## config.mk

```make
export PLATFORM = sky130hd
export DESIGN_NAME = id_ex_stage
export DESIGN_NICKNAME = d
export VERILOG_FILES = /design/src/rtl/id_ex_stage.sv
export SDC_FILE = /design/constraint.sdc
export NUM_CORES = 1
export LEC_CHECK = 0
export ABC_AREA = 1
export BUFFER_PORTS_ARGS = -buffer_cell sky130_fd_sc_hd__buf_2
export CORE_AREA = 2 2 127 129
export CTS_BUF_LIST = sky130_fd_sc_hd__clkbuf_8
export CTS_CLUSTER_SIZE = 28
export DETAILED_ROUTE_END_ITERATION = 7
export DIE_AREA = 0 0 129 131
export HOLD_SLACK_MARGIN = 0.15
export PLACE_DENSITY_LB_ADDON = 0.3
export SETUP_SLACK_MARGIN = 0.2
export SYNTH_ARGS = -nofsm -noshare
export SYNTH_HDL_FRONTEND = slang
export SYNTH_SLANG_ARGS = --single-unit
```

## constraint.sdc

```tcl
create_clock -name clk -period 3.9 [get_ports clk]
set_input_delay 0.78 -clock clk [delete_from_list [all_inputs] [get_ports clk]]
set_output_delay 0.78 -clock clk [all_outputs]
set_load 0.05 [all_outputs]
```

## src/rtl/id_ex_stage.sv

```systemverilog
// ID/EX pipeline register with load-use hazard detection.
// Captures the decoded instruction from ID and presents it to EX. A load
// in EX whose destination is read by the ID instruction inserts one bubble
// and freezes PC and IF/ID for that cycle. Inserted bubbles are counted
// in a saturating counter that only reset clears.
module id_ex_stage #(
  parameter int unsigned DATA_WIDTH  = 32,
  parameter int unsigned CTRL_WIDTH  = 9,
  parameter int unsigned COUNT_WIDTH = 16
) (
  input  logic                   clk,
  input  logic                   reset,
  input  logic [CTRL_WIDTH-1:0]  id_Ctrl,
  input  logic [DATA_WIDTH-1:0]  id_ReadData1,
  input  logic [DATA_WIDTH-1:0]  id_ReadData2,
  input  logic [DATA_WIDTH-1:0]  id_Immediate,
  input  logic [DATA_WIDTH-1:0]  id_PC4,
  input  logic [4:0]             id_Rs,
  input  logic [4:0]             id_Rt,
  input  logic [4:0]             id_Rd,
  input  logic                   flush,
  input  logic                   hold,
  output logic [CTRL_WIDTH-1:0]  ex_Ctrl,
  output logic [DATA_WIDTH-1:0]  ex_ReadData1,
  output logic [DATA_WIDTH-1:0]  ex_ReadData2,
  output logic [DATA_WIDTH-1:0]  ex_Immediate,
  output logic [DATA_WIDTH-1:0]  ex_PC4,
  output logic [4:0]             ex_Rs,
  output logic [4:0]             ex_Rt,
  output logic [4:0]             ex_Rd,
  output logic                   PCWrite,
  output logic                   IFID_Write,
  output logic [COUNT_WIDTH-1:0] BubbleCount
);

  // Bit position of MemRead inside the control bundle.
  localparam int unsigned MEMREAD_BIT = 6;

  logic [CTRL_WIDTH-1:0]  ctrl_q, ctrl_d;
  logic [DATA_WIDTH-1:0]  rd1_q,  rd1_d;
  logic [DATA_WIDTH-1:0]  rd2_q,  rd2_d;
  logic [DATA_WIDTH-1:0]  imm_q,  imm_d;
  logic [DATA_WIDTH-1:0]  pc4_q,  pc4_d;
  logic [4:0]             rs_q,   rs_d;
  logic [4:0]             rt_q,   rt_d;
  logic [4:0]             rd_q,   rd_d;
  logic [COUNT_WIDTH-1:0] cnt_q,  cnt_d;

  logic hazard;
  logic stall;

  // Load in EX whose nonzero destination is a source of the ID instruction.
  always_comb begin
    hazard = ctrl_q[MEMREAD_BIT] && (rt_q != 5'd0) &&
             ((rt_q == id_Rs) || (rt_q == id_Rt));
  end

  // Freeze PC and IF/ID on hold, or on a hazard that a flush does not override.
  always_comb begin
    stall      = hold || (hazard && !flush);
    PCWrite    = !stall;
    IFID_Write = !stall;
  end

  // Next-state selection: hold > flush > hazard bubble > normal load.
  always_comb begin
    ctrl_d = ctrl_q;
    rd1_d  = rd1_q;
    rd2_d  = rd2_q;
    imm_d  = imm_q;
    pc4_d  = pc4_q;
    rs_d   = rs_q;
    rt_d   = rt_q;
    rd_d   = rd_q;
    cnt_d  = cnt_q;
    if (hold) begin
      // keep everything
    end else if (flush || hazard) begin
      // A bubble is all-zero, so its Rt can never match and retrigger a stall.
      ctrl_d = '0;
      rd1_d  = '0;
      rd2_d  = '0;
      imm_d  = '0;
      pc4_d  = '0;
      rs_d   = '0;
      rt_d   = '0;
      rd_d   = '0;
      if (!flush && (cnt_q != '1)) begin
        cnt_d = cnt_q + COUNT_WIDTH'(1);
      end
    end else begin
      ctrl_d = id_Ctrl;
      rd1_d  = id_ReadData1;
      rd2_d  = id_ReadData2;
      imm_d  = id_Immediate;
      pc4_d  = id_PC4;
      rs_d   = id_Rs;
      rt_d   = id_Rt;
      rd_d   = id_Rd;
    end
  end

  // State register with synchronous active-low reset.
  always_ff @(posedge clk) begin
    if (!reset) begin
      ctrl_q <= '0;
      rd1_q  <= '0;
      rd2_q  <= '0;
      imm_q  <= '0;
      pc4_q  <= '0;
      rs_q   <= '0;
      rt_q   <= '0;
      rd_q   <= '0;
      cnt_q  <= '0;
    end else begin
      ctrl_q <= ctrl_d;
      rd1_q  <= rd1_d;
      rd2_q  <= rd2_d;
      imm_q  <= imm_d;
      pc4_q  <= pc4_d;
      rs_q   <= rs_d;
      rt_q   <= rt_d;
      rd_q   <= rd_d;
      cnt_q  <= cnt_d;
    end
  end

  assign ex_Ctrl      = ctrl_q;
  assign ex_ReadData1 = rd1_q;
  assign ex_ReadData2 = rd2_q;
  assign ex_Immediate = imm_q;
  assign ex_PC4       = pc4_q;
  assign ex_Rs        = rs_q;
  assign ex_Rt        = rt_q;
  assign ex_Rd        = rd_q;
  assign BubbleCount  = cnt_q;

endmodule

```

==> Word-level counts from Yosys, hierarchy flattened <==
Index checks and enable logic that the tools add are counted.
{ "totals": {"reg_bits": 168, "output_inout_bits": 170, "input_bits": 156} }
{ "classes": {"add_sub_neg": 1, "mux": 8, "n_bitwise": 1, "n_reduce_logical": 11, "n_eq_ne": 3} }
{ "ops": {"columns": ["operator", "n"], "rows": [
  ["$mux 32", 4],
  ["$add 16x1->16 const B", 1],
  ["$ne 16x16->1 const B", 1],
  ["$mux 5", 3],
  ["$eq 5x5->1", 2],
  ["$mux 9", 1],
  ["$reduce_bool 5->1", 1],
  ["$logic_and 1x1->1", 4],
  ["$logic_or 1x1->1", 3],
  ["$reduce_and 3->1", 1],
  ["$logic_not 1->1", 2],
  ["$not 1->1", 1]
]} }

==> Logic depth before layout (Yosys ltp) <==
Gate-level depths: netlist of the first run.
{ "logic_depth": {"word_depth": 6, "mapped_depth": 11, "ltp_nobuf": 11} }

==> Least setup slack after synthesis of the first run <==
No wires, ideal clock.
{ "synth_path": {"path_type": "input-to-output", "startpoint": "in hold", "endpoint": "out PCWrite", "t_required_ns": 3.120, "t_arrival_ns": 2.320, "path_slack_ns": 0.800, "stages": 7, "cell_sequence": "clkbuf_1 inv_2 clkbuf_1 clkbuf_1 nand2_1 inv_1 buf_4"} }
{ "synth_between": {"elab_chain_cells": 2} }
{ "synth_rtl": {"columns": ["element", "line", "text"], "rows": [
  ["from (decl)", "22", "input logic hold,"],
  ["$logic_or 1x1->1", "60", "stall = hold || (hazard && !flush);"],
  ["$logic_not 1->1", null, null],
  ["to (decl)", "31", "output logic PCWrite,"]
]} }
No other way between the ends.

==> Final worst setup path of the first run <==
{ "layout_path": {"startpoint": "reg rt_q[1] (netlist: ex_Rt[1])", "endpoint": "out IFID_Write"} }
{ "layout_between": {"elab_chain_cells": 6, "elab_cells_between_ends": 9, "cone_classes": "2 x eq/ne; 7 x reduce/logical"} }
{ "layout_rtl": {"columns": ["element", "line", "text"], "rows": [
  ["from (decl)", "45", "logic [4:0] rt_q, rt_d;"],
  ["from (signal assigned)", "122", "rt_q <= rt_d;"],
  ["$eq 5x5->1 / $reduce_bool 5->1 (equally long branches)", "55, 54", null],
  ["$logic_or 1x1->1 / $logic_and 1x1->1 (equally long branches)", "55, 54", null],
  ["$logic_and 1x1->1 *", "54", "hazard = ctrl_q[MEMREAD_BIT] && (rt_q != 5'd0) &&"],
  ["$logic_and 1x1->1 *", "60", null],
  ["$logic_or 1x1->1 *", "60", null],
  ["$logic_not 1->1 *", "62", "IFID_Write = !stall;"],
  ["to (decl)", "32", "output logic IFID_Write,"]
]} }
Every way passes the cells marked *; elsewhere a longest branch is shown, timed or not.

==> results.py, run 1 <==
metrics = {
    "sta": {
        "max_slew.worst_pin.slew_ns": 0.8239,
        "fin_crit_sh_pct": 70.01,
        "drv_slew": 0,
        "setup_viol": 0,
        "max_freq_mhz": 366.2,
        "grt_setup_unrepaired": "no",
        "period_minus_slack_ns": 2.731,
        "hold_violations": 0,
        "relSlewSlack_pct": 45.08,
        "tns_ns": 0,
        "skew_ns": 0.01245,
    },
    "cells_and_area": {
        "layout_commonest_cell": "buf_2",
        "num-fill-cells": 1558,
        "area.growth.synth_to_final_pct": 32.16,
        "seqCellArea_um2": 3363,
        "layout_common_cells": "buf_2 (324), nand2_1 (221), dfxtp_1 (168), a21oi_1 (166), nand3_1 (162)",
        "post-route-util_pct": 55.35,
        "multi_input_area_um2": 2786,
        "layout-drive-gt1-share_pct": 31.95,
        "nets": 1302,
        "final_cells": 1372,
    },
    "die": {
        "die_h_um": 131,
        "fp.dieW_um": 129,
        "dieArea_um2": 16900,
        "ios": 326,
        "core_um2": 15600,
        "rows": 46,
        "start_util_pct": 41.88,
    },
    "placement": {
        "port_buffers": 325,
        "gp_congestion": 0.8824,
        "hpwl_um": 14020,
        "dp.cells": 1342,
    },
    "worst_setup_path": {
        "max_stage_delay_ns": 0.36,
        "required_ns": 3.12,
        "start_kind": "register",
        "cp.arrival_ns": 1.95,
        "end_kind": "primary output",
        "path_buf_inv": 4,
        "cp_num_cells": 8,
        "worstSetupPathType": "register to primary output",
        "r2r_cells": 8,
        "cp_max_fo": 5,
        "path_cells": "inv_1 > nand4_1 > o21ai_0 > inv_1 > nand3_1 > nand2_1 > inv_1 > buf_2",
        "critPathMostFrequentCell": "inv_1",
        "path_delay_family": "buffers and inverters",
        "cp_slowest_cell": "dfxtp_1",
    },
    "drt": {
        "routed_wl_um": 20430,
        "ant_nets": 0,
        "drt_iter0_markers": 406,
        "drt-pass1-iter-count": 5,
        "viasPerCell": 4.983,
        "drc": 0,
        "vias": 6837,
        "wl_per_cell_um": 14.89,
    },
    "logic_synthesis": {
        "netlist_instances": 862,
        "synth-seq-area-share_pct": 51.48,
        "ys.warnings.count": 0,
        "synth_fp_nets": 1019,
        "synth-seq-cells": 168,
        "avgSynthCellArea_um2": 7.578,
        "synthDistinctLibCells": 20,
        "synth_area_um2": 6533,
    },
    "cts": {
        "post_cts_buffers": 0,
        "root_buffer": "clkbuf_8",
        "post_cts_resize_count": 0,
        "clk_pin_slew_ns": 0.08,
        "cts_sinks": 168,
        "htree_levels": 4,
        "cts_hold_buf": 0,
        "cts_tree": "built",
        "worstSkewPairLatency_ns": 0.45,
        "cts-buffers-inserted": 17,
        "cts_max_path_buffers": 2,
    },
    "power_and_ir_drop": {
        "max-vdd-ir-drop_uv": 226.0,
        "power.leakage_nw": 3.905,
        "pwr_density_cell_nw_per_um2": 414.0,
        "power_w": 0.003575,
    },
    "global_routing": {
        "grt_pass1_vias": 5868,
        "grt_use_total_pct": 22.48,
        "grt_pass1_wl_um": 30010,
        "grt_max_degree": 153,
        "gr-total-overflow": 0,
        "antenna_found_initial": 1,
    },
    "job": {
        "cap_violations": 0,
    },
    "worst_hold_path": {
        "hold_path_depth": 2,
        "hp-class": "register to register",
    },
    "outcome": {
        "status": "completed",
    },
}
## layout make-up
type / count / area share [%]
flip-flops and latches: 168 / 38.96
multi-input cells: 601 / 32.28
repair buffers: 334 / 20.23
clock buffers: 22 / 3.507
well taps: 216 / 3.130
inverters: 23 / 1.058
clock inverters: 7 / 0.8116
diodes: 1 / 0.02899
## state kept, by name, summed over array words and instances, names as in the netlist
| signal | flops |
|---|---|
| ex_Rs | 5 |
| ex_Rt | 5 |
| ex_Immediate | 32 |
| ex_Ctrl | 9 |
| ex_ReadData1 | 32 |
| ex_ReadData2 | 32 |
| ex_Rd | 5 |
| BubbleCount | 16 |
| ex_PC4 | 32 |
## where the power goes
part           internal (W)  leakage [nW]  switching, W
sequential          0.00177          1.37     0.0000310
clock              0.000578         0.181      0.000617
combinational      0.000159          2.36      0.000416
## per-layer routing
layer / GRT usage [%] / vias to the layer above / wire length (um)
li1: - / 3422 / -
met1: 27.66 / 3110 / 8465
met2: 37.29 / 271 / 10080
met3: 6.148 / 34 / 1416
met4: 9.527 / 0 / 466
met5: 0 / - / 0
## path summary, 6_finish.rpt
kind,startpoint,end,slack [ns]
setup / recovery,ex_Rt[1],IFID_Write,1.17
hold reg to reg,ex_ReadData1[8],ex_ReadData1[8],0.46
setup reg to reg,ex_Rt[1],ex_PC4[28],1.77
hold / removal,ex_ReadData1[8],ex_ReadData1[8],0.46
## kinds of logic after synthesis
group	share of synthesized area (%)
and+or+nand+nor	27.20
xor gates and xnor gates	2.145
buffers and inverters	5.861
DFF	51.48
adders and majority gates	0.1915
AOI/OAI and AO/OA	13.12
## cells in the mapped netlist, drive strengths merged
master | count | share of area (%)
inv | 23 | 1.3
nand4 | 3 | 0.29
clkbuf | 43 | 2.5
nor3 | 3 | 0.23
dfxtp | 168 | 51
nand2 | 222 | 13
buf | 27 | 2.1
o21ai | 2 | 0.15
ha | 1 | 0.19
a21oi | 167 | 13
xor2 | 9 | 1.2
nor2 | 25 | 1.5
nand3 | 162 | 12
xnor2 | 7 | 0.94
## per-stage QoR
stage / area (um^2) / hold WS (ns) / setup WS, ns
after detailed placement: 8258 / 0.4484 / 1.217
after floorplan: 6533 / 0.6748 / 0.8004
after CTS: 8631 / 0.4607 / 1.137
after global routing: 8633 / 0.4772 / 1.002
after global placement: 8258 / 0.4401 / 1.230
final: 8633 / 0.4608 / 1.169
## worst register-to-register path, stage by stage (launching register included)
cell and delay, ns:
dfxtp_1 0.36, inv_1 0.12, nand4_1 0.11, o21ai_0 0.17
inv_1 0.11, a21oi_4 0.46, buf_4 0.44, nand3_1 0.14
a21oi_1 0.16
(Power assumes the default switching activity.)
==> run 2: changes to the inputs <==
- ABC_AREA: 1 -> 0
- CORE_AREA: 2 2 127 129 -> 2 2 128 130
- DIE_AREA: 0 0 129 131 -> 0 0 130 132
- clock period: 3.9 -> 2.3 ns (I/O delays scaled with it)
==> run 2 against run 1 <==
  * Critical path type unchanged
  * The run now ends with negative setup slack left
  * Die area up 1.5%
  * Worst setup slack worse by 1.2 ns
  * Area after synthesis down 13%
  * Cell count down 25%
==> results.py, run 2 <==
metrics = {
    "sta": {
        "skew_ns": 0.01884,
        "max_freq_mhz": 426.4,
        "relSlewSlack_pct": 72.04,
        "period_minus_slack_ns": 2.345,
        "drv_slew": 0,
        "hold_violations": 0,
        "max_slew.worst_pin.slew_ns": 0.4188,
        "setup_viol": 2,
        "grt_setup_unrepaired": "yes",
        "fin_crit_sh_pct": 102.0,
        "layout_setup_ws_ns": -0.04542,
    },
    "worst_setup_path": {
        "rrSetupSlack_ns": 0.22,
        "required_ns": 1.84,
        "cp.arrival_ns": 1.89,
        "cp_max_fo": 4,
        "start_kind": "register",
        "worstSetupPathType": "register to primary output",
        "end_kind": "primary output",
    },
    "job": {
        "cap_violations": 0,
    },
    "power_and_ir_drop": {
        "pwr_density_cell_nw_per_um2": 739.1,
        "max-vdd-ir-drop_uv": 460.4,
        "power.leakage_nw": 4.049,
        "power_w": 0.006137,
    },
    "logic_synthesis": {
        "synth_area_um2": 5668,
        "synth_fp_nets": 629,
        "synth_edf_count": 0,
        "avgSynthCellArea_um2": 12.01,
        "synthDistinctLibCells": 35,
        "synth_top_cell_by_area": "dfxtp_1",
        "synth_top_cell_area_share_pct": 59.34,
        "netlist_top_cells_count": "dfxtp_1 (168), a22o_1 (152), clkbuf_1 (22)",
        "synth-seq-cells": 168,
        "yosys_most_used_dff": "dfxtp_1",
        "yosysMostFrequentCell": "dfxtp_1",
        "ys.warnings.count": 0,
        "synth-seq-area-share_pct": 59.34,
        "async_flop_share_pct": 0,
        "synthTopCellsByArea": "dfxtp_1 (59%), a22o_1 (23%), buf_6 (2.2%)",
        "netlist_instances": 472,
    },
    "cells_and_area": {
        "layout-drive-gt1-share_pct": 49.45,
        "nets": 959,
        "layout_commonest_cell": "buf_2",
        "layout_common_cells": "buf_2 (323), dfxtp_1 (161), a22o_1 (152), clkbuf_8 (17), or4_1 (11)",
        "area.growth.synth_to_final_pct": 46.49,
        "num-fill-cells": 1444,
        "multi_input_area_um2": 2066,
        "seqCellArea_um2": 3385,
        "final_cells": 1031,
        "final_cell_area_um2": 8303,
        "n_antenna_cell": 0,
    },
    "cts": {
        "clk_pin_slew_ns": 0.10,
        "cts_sinks": 168,
        "htree_levels": 4,
        "cts-buffers-inserted": 17,
        "cts_max_path_buffers": 2,
        "cts_hold_buf": 0,
        "worstSkewPairLatency_ns": 0.45,
        "root_buffer": "clkbuf_8",
        "cts_tree": "built",
    },
    "placement": {
        "port_buffers": 325,
        "dp.cells": 976,
        "gp_congestion": 0.7792,
        "hpwl_um": 11870,
        "dp_worst_setup_slack_ns": 0.1393,
        "postPlaceCellArea_um2": 7448,
    },
    "outcome": {
        "status": "finished, violations left",
        "violations": "negative setup slack",
    },
    "drt": {
        "ant_nets": 0,
        "drt-pass1-iter-count": 6,
        "drc": 0,
        "viasPerCell": 5.085,
        "wl_per_cell_um": 17.89,
        "routed_wl_um": 18440,
        "drt_iter0_markers": 262,
        "vias": 5243,
    },
    "die": {
        "start_util_pct": 36.07,
        "fp.dieW_um": 130,
        "dieArea_um2": 17160,
        "ios": 326,
        "die_h_um": 132,
        "rows": 46,
        "core_um2": 15710,
    },
    "global_routing": {
        "grt_pass1_vias": 4794,
        "antenna_found_initial": 0,
        "gr-total-overflow": 0,
        "grt_use_total_pct": 18.58,
        "grt_pass1_wl_um": 25450,
        "grt_max_degree": 85,
    },
    "worst_hold_path": {
        "hp-class": "input pin to register",
    },
}
## run 2: cell count changes after synthesis, moves of 11 or more
cell	change
nand2_1	-211
a21oi_1	-155
nand3_1	-154
a22o_1	+152
clkbuf_1	-21
inv_1	-19
nor2_1	-19
buf_6	+11
or4_1	+11
## run 2: metal layers
layer	up-vias	global-route usage, %	part of all wire, %
met5	-	0	0
met4	0	7.706	2.0
met3	26	5.641	6.1
met2	228	31.04	51
met1	2504	22.04	41
li1	2485	-	-
## run 2: critical path, cell delays in order, from the launching register on
cell and delay (ns):
dfxtp_4 0.37, or4_4 0.54, o21ai_2 0.16, nor3_2 0.07, nor2_4 0.13, buf_6 0.18
## run 2: what timing repair did
action,in CTS,in global routing
pin swaps,4,68
setup buffers,2,5
endpoints found under the setup margin,2,156
cloned,0,16
gates resized for setup,8,12
## run 2: cell families (layout without fill, tap and decap cells)
| logic type | after synthesis | after routing | synth area share, % |
|---|---|---|---|
| AOI/OAI and AO/OA | 183 | 183 | 27.22 |
| DFF | 168 | 168 | 59.34 |
| and+or+nand+nor | 59 | 59 | 6.071 |
| buffers and inverters | 47 | 390 | 4.901 |
| xor gates and xnor gates | 10 | 10 | 1.545 |
| muxes | 4 | 4 | 0.7064 |
| adders and majority gates | 1 | 1 | 0.2207 |
## run 2: area by class of cell
type | instances | share of cell area [%]
Clock inverter | 15 | 2.019
Inverter | 2 | 0.09042
Timing Repair Buffer | 356 | 26.18
Multi-Input combinational cell | 257 | 24.88
Tap cell | 216 | 3.255
Clock buffer | 17 | 2.818
Sequential cell | 168 | 40.76
## run 2: where the power goes
group          switching, W  internal, W  total (W)  leakage (nW)
Sequential        0.0000621      0.00301    0.00307          1.37
Combinational      0.000618     0.000323   0.000941          2.46
Clock               0.00113     0.000993    0.00213         0.213
## run 2: per-stage QoR
step / hold WS, ns / utilization, % / setup TNS (ns)
finish: 0.2191 / 52.84 / -0.07402
CTS: 0.1802 / 50.27 / -0.1979
floorplan: 0.5857 / - / -0.02321
detailed placement: 0.4488 / 47.40 / 0
global route: 0.1739 / 52.84 / -0.2494
global placement: 0.4504 / 47.40 / 0
## run 2: path summary, 6_finish.rpt
kind	from	end	cells after the start
max	ex_Rt[0]	IFID_Write	5
min	id_ReadData2[19]	ex_ReadData2[19]	2
max reg2reg	ex_Rt[0]	ex_Immediate[20]	8
min reg2reg	ex_PC4[6]	ex_PC4[6]	1
